## config.mk

```make
export PLATFORM = sky130hd
export DESIGN_NAME = cnt_down_timer
export DESIGN_NICKNAME = d
export VERILOG_FILES = /design/src/rtl/cnt_down_pkg.sv /design/src/rtl/cnt_down_timer_prescaler.sv /design/src/rtl/cnt_down_timer.sv
export SDC_FILE = /design/constraint.sdc
export NUM_CORES = 1
export LEC_CHECK = 0
export CORE_MARGIN = 3
export CORE_UTILIZATION = 52
export DETAILED_ROUTE_END_ITERATION = 16
export PLACE_DENSITY = 0.95
export SETUP_SLACK_MARGIN = 0.1
export SYNTH_ARGS = -nofsm -noshare
export SYNTH_HDL_FRONTEND = slang
export SYNTH_HIERARCHICAL = 1
export SYNTH_SLANG_ARGS = --single-unit
```

## constraint.sdc

```tcl
create_clock -name Clk -period 7.07 [get_ports Clk]
set_input_delay 0.707 -clock Clk [delete_from_list [all_inputs] [get_ports Clk]]
set_output_delay 0.707 -clock Clk [all_outputs]
set_load 0.01 [all_outputs]
```

## src/rtl/cnt_down_pkg.sv

```systemverilog
// Shared types and constants for the cnt_down_timer block.
package cnt_down_pkg;

  typedef enum logic {
    IDLE = 1'b0,
    RUN  = 1'b1
  } state_t;

  localparam int unsigned PS_W_DEFAULT = 8;

endpackage

```

## src/rtl/cnt_down_timer_prescaler.sv

```systemverilog
// cnt_prescaler: tick generator that fires every Prescale+1 cycles.
// Only compiled when CNT_DOWN_PRESCALE_EN is defined.
`ifdef CNT_DOWN_PRESCALE_EN
module cnt_prescaler
  import cnt_down_pkg::*;
#(
  parameter int unsigned PS_W = PS_W_DEFAULT
) (
  input  logic            Clk,
  input  logic            Rst,
  input  logic            Clr,
  input  logic [PS_W-1:0] Prescale,
  output logic            Tick
);

  logic [PS_W-1:0] cnt;

  assign Tick = (cnt == Prescale);

  // Wrap on the tick so the next tick is a full Prescale+1 cycles away
  always_ff @(posedge Clk or posedge Rst) begin
    if (Rst) begin
      cnt <= '0;
    end else if (Clr || Tick) begin
      cnt <= '0;
    end else begin
      cnt <= cnt + PS_W'(1);
    end
  end

endmodule
`endif

```

## src/rtl/cnt_down_timer.sv

```systemverilog
// Loadable down-counting timer with one-shot Done pulse and sticky Irq.
// Optional tick prescaler enabled by CNT_DOWN_PRESCALE_EN.
module cnt_down_timer
  import cnt_down_pkg::*;
#(
  parameter int unsigned N = 32
`ifdef CNT_DOWN_PRESCALE_EN
  , parameter int unsigned PS_W = PS_W_DEFAULT
`endif
) (
  input  logic            Clk,
  input  logic            Rst,
  input  logic            Pwr_off,
  input  logic [N-1:0]    Load_val,
  input  logic            Start,
  input  logic            Stop,
  input  logic            Auto_reload,
  input  logic            Irq_clr,
`ifdef CNT_DOWN_PRESCALE_EN
  input  logic [PS_W-1:0] Prescale,
`endif
  output logic [N-1:0]    Vout,
  output logic            Busy,
  output logic            Done,
  output logic            Irq
);

  state_t         state;
  state_t         state_nxt;
  logic [N-1:0]   vout_nxt;
  logic           done_nxt;
  logic           irq_nxt;
  logic           tick;

`ifdef CNT_DOWN_PRESCALE_EN
  cnt_prescaler #(
    .PS_W(PS_W)
  ) u_prescaler (
    .Clk      (Clk),
    .Rst      (Rst),
    .Clr      (Pwr_off | Start | Stop),
    .Prescale (Prescale),
    .Tick     (tick)
  );
`else
  assign tick = 1'b1;
`endif

  assign Busy = (state == RUN);

  // Register stage: state and all outputs
  always_ff @(posedge Clk or posedge Rst) begin
    if (Rst) begin
      state <= IDLE;
      Vout  <= '0;
      Done  <= 1'b0;
      Irq   <= 1'b0;
    end else begin
      state <= state_nxt;
      Vout  <= vout_nxt;
      Done  <= done_nxt;
      Irq   <= irq_nxt;
    end
  end

  // Next-state and next-output logic; priority Pwr_off > Stop > Start > count
  always_comb begin
    state_nxt = state;
    vout_nxt  = Vout;
    done_nxt  = 1'b0;

    if (Pwr_off) begin
      state_nxt = IDLE;
      vout_nxt  = '0;
    end else begin
      unique case (state)
        IDLE: begin
          if (!Stop && Start) begin
            if (Load_val != '0) begin
              vout_nxt  = Load_val;
              state_nxt = RUN;
            end else begin
              vout_nxt = '0;
              done_nxt = 1'b1;
            end
          end
        end
        RUN: begin
          if (Stop) begin
            state_nxt = IDLE;
          end else if (Start) begin
            vout_nxt = Load_val;
          end else if (tick) begin
            if (Vout > N'(1)) begin
              vout_nxt = Vout - N'(1);
            end else begin
              done_nxt = 1'b1;
              if (Auto_reload && (Load_val != '0)) begin
                vout_nxt = Load_val;
              end else begin
                vout_nxt  = '0;
                state_nxt = IDLE;
              end
            end
          end
        end
        default: begin
          state_nxt = IDLE;
          vout_nxt  = '0;
        end
      endcase
    end

    // Set beats clear on the same edge
    irq_nxt = Pwr_off ? 1'b0 : (done_nxt | (Irq & ~Irq_clr));
  end

endmodule

```

==> flow_summary.ini <==
[cts]
numCtsBuffers = 5
clk_pin_slew_ns = 0.07
cts_sinks = 35
htreeDepth = 2
hold_buffers = 0
clk_path_buf_depth = 2
ctsResizeCount = 0
post_cts_buffers = 0
insertion_delay_ns = 0.29
cts_tree = yes
root_buffer = clkbuf_8

[global_route]
grt_use_total = 0.281
grtUsageMet2 = 0.443
use_met1 = 0.385
grt_max_degree = 36
grt_pass1_wl_microns = 13500
grt-ovfl-total = 0
busiest_layer = met2
antenna_found_initial = 0
grtUsageMet3 = 0.0567
grt_pass1_vias = 2641

[detailed_routing]
drt-wirelength-per-cell_microns = 19.6
route.detailed.drc = 0
wl_microns = 8370
vias_per_cell = 6.90
drtIter0Drc = 447
drtAntennaViolNets = 0
drtPass1Iterations = 7
vias = 2955

[timing]
hold_viol_final = 0
slew_viol_final = 0
tightest_slew_ns = 1.12
setup_tns_ns = 0
setup_violations = 0
period_needed_ns = 3.25
rsz0062_at_grt = false
fmax_ghz = 0.308
slew_headroom = 0.256
period_share = 0.459
finClkSkew_ns = 0.00678

[floorplan]
die_h_microns = 76.5
dieArea_sq_um = 5850
rows = 25
initial_core_util = 0.543
ios = 74
core_area_sq_um = 4750
die_x_microns = 76.5

[power_and_ir_drop]
p_per_area_nw_per_um2 = 166
irDropWorstVdd_mv = 0.0949
total_power_mw = 0.563
power.leakage_nw = 1.31

[job]
cap_violations = 0

[cells_and_area]
finalNonFillerCells = 428
drive_gt1_frac = 0.0609
diodes = 0
syn2layout_area_growth_pct = 31.5
nets = 403
fillers = 374
regArea_sq_um = 876
multiInputGateArea_sq_um = 1590

[worst_hold_path]
holdCritPathClass = register to register
hold_path_depth = 2
hold_start = Irq
min_to = Irq

[setup_path]
path_cells = nor3_1 -> nand4_1 -> o31ai_4 -> o21ai_0 -> a221o_1
reg2reg_slack_ns = 3.82
cp-start-kind = register
crit_arrival_ns = 3.42
required_ns = 7.24
crit_path_start = Vout[19]
cp_slowest_stage_delay_ns = 1.02
slowest_stage = o31ai_4
crit_path_end_kind = register
critical_path_class = register to register
crit_fanout = 28
r2r_start = Vout[19]
worstReg2RegEnd = Vout[8]
r2r_cells = 5

[outcome]
outcome = finished, final reports clean

[logic_synthesis]
seq_area_frac_synth = 0.339
synthCells = 297
synth_top_flop_cell = dfrtp_1
netlist_area_sq_um = 2580
ys_ff_latch = 35
syn_nets = 338
yosysTopAreaCellShare = 0.339
synth.distinct_cells = 59
synthTopCellsByArea = dfrtp_1 (34%), nor4_1 (5.6%), o21ai_0 (4.7%), nand2_1 (3.9%), a221o_1 (3.5%)
yosysTopAreaCell = dfrtp_1
yosys_warnings = 6
async_reset_ff_frac = 1.00
synth_area_per_cell_sq_um = 8.69
synth-edff-count = 0

[place]
dpl.hpwl_microns = 6010
portBuffers = 73
gp_congestion = 0.934
placed_cells = 422
## cell families (layout without fill, tap and decap cells)
logic type | count (synthesis) | in the layout | share of synthesized area
flip-flops | 35 | 35 | 0.339
AND/OR/NAND/NOR | 138 | 138 | 0.320
XOR/XNOR | 8 | 8 | 0.0271
buffers and inverters | 22 | 86 | 0.0436
AO/OA/AOI/OAI | 90 | 90 | 0.252
multiplexers | 2 | 2 | 0.00824
adder cells (fa/ha/maj) | 2 | 2 | 0.00969
## sequential cells by signal (all words and copies together), names as in the netlist
register	count
Done	1
Vout	32
Irq	1
Busy	1
## layout by cell type (no fill, tap or decap), drive strengths merged, types with 4 or more instances in the layout
| cell | n |
|---|---|
| clkdlybuf4s50 | 73 |
| dfrtp | 35 |
| nand2 | 27 |
| o21ai | 26 |
| nor4 | 26 |
| nor2 | 17 |
| nor3 | 17 |
| a21oi | 9 |
| a221o | 9 |
| nand4 | 9 |
| nand3 | 8 |
| o31ai | 8 |
| o21a | 7 |
| o211ai | 7 |
| or3 | 7 |
| clkbuf | 6 |
| a211o | 5 |
| xnor2 | 5 |
| inv | 4 |
| nor3b | 4 |
| or4 | 4 |
| and2 | 4 |
## worst max path at each step
| stage | end | cells after the start | slack (ns) |
|---|---|---|---|
| after CTS | Vout[4] | 5 | 3.95 |
| after floorplan | Vout[13] | 6 | 4.71 |
| final | Vout[8] | 5 | 3.82 |
| after detailed placement | Vout[12] | 5 | 3.75 |
| after global placement | Vout[12] | 5 | 3.95 |
| after global routing | Vout[4] | 5 | 3.69 |
## report_power, final
| part | internal, mW | switching, mW | leakage, nW | total (mW) |
|---|---|---|---|---|
| Clock | 0.0657 | 0.0724 | 0.0371 | 0.138 |
| Combinational | 0.0856 | 0.106 | 0.798 | 0.192 |
| Sequential | 0.211 | 0.0223 | 0.475 | 0.233 |
| Total | 0.362 | 0.201 | 1.31 | 0.563 |
## routing by layer
metal | share of wire | up-vias
li1 | - | 1297
met1 | 0.39 | 1394
met2 | 0.47 | 225
met3 | 0.11 | 39
met4 | 0.030 | 0
met5 | 0 | -
## final cells by class
class | count | share of cell area
multi-input cells | 240 | 0.469
inverters | 4 | 0.00442
flip-flops and latches | 35 | 0.258
repair buffers | 76 | 0.222
clock buffers | 6 | 0.0214
well taps | 67 | 0.0247
## metrics by stage
stage | hold WS, ns | utilization | area (sq um) | setup WS, ns
floorplan | 0.511 | - | 2580 | 4.71
global placement | 0.480 | 0.698 | 3320 | 3.95
detailed placement | 0.480 | 0.698 | 3320 | 3.75
CTS | 0.497 | 0.714 | 3390 | 3.95
global route | 0.534 | 0.714 | 3390 | 3.69
finish | 0.500 | 0.714 | 3390 | 3.82
## synthesized netlist by cell type, types with 2 or more instances
cell	number
nor3_1	16
buf_2	2
o21ai_0	24
a21oi_1	9
dfrtp_1	35
buf_6	3
a211o_1	5
inv_1	4
nor2_1	17
and3_1	2
a2bb2oi_1	2
o31ai_1	7
a32oi_1	2
or3_1	6
nand3_1	8
nand3b_1	2
and2_1	3
xor2_1	3
or4_1	4
nand2_1	27
nand4b_1	2
nor4_1	23
nor3b_1	4
a221o_1	9
or2_2	2
a31oi_1	2
clkbuf_1	11
xnor2_1	5
ha_1	2
o31a_1	3
nor2b_1	2
o211ai_1	7
nor4_4	3
o21a_1	7
nand4_1	8
a22oi_1	3
## worst max-delay path: cells and delay by family (launching register included)
family | cells | cell delay, ns
AOI/OAI and AO/OA | 3 | 1.64
DFF | 1 | 0.47
and+or+nand+nor | 2 | 1.01
Power figures use the tool's default switching activity.
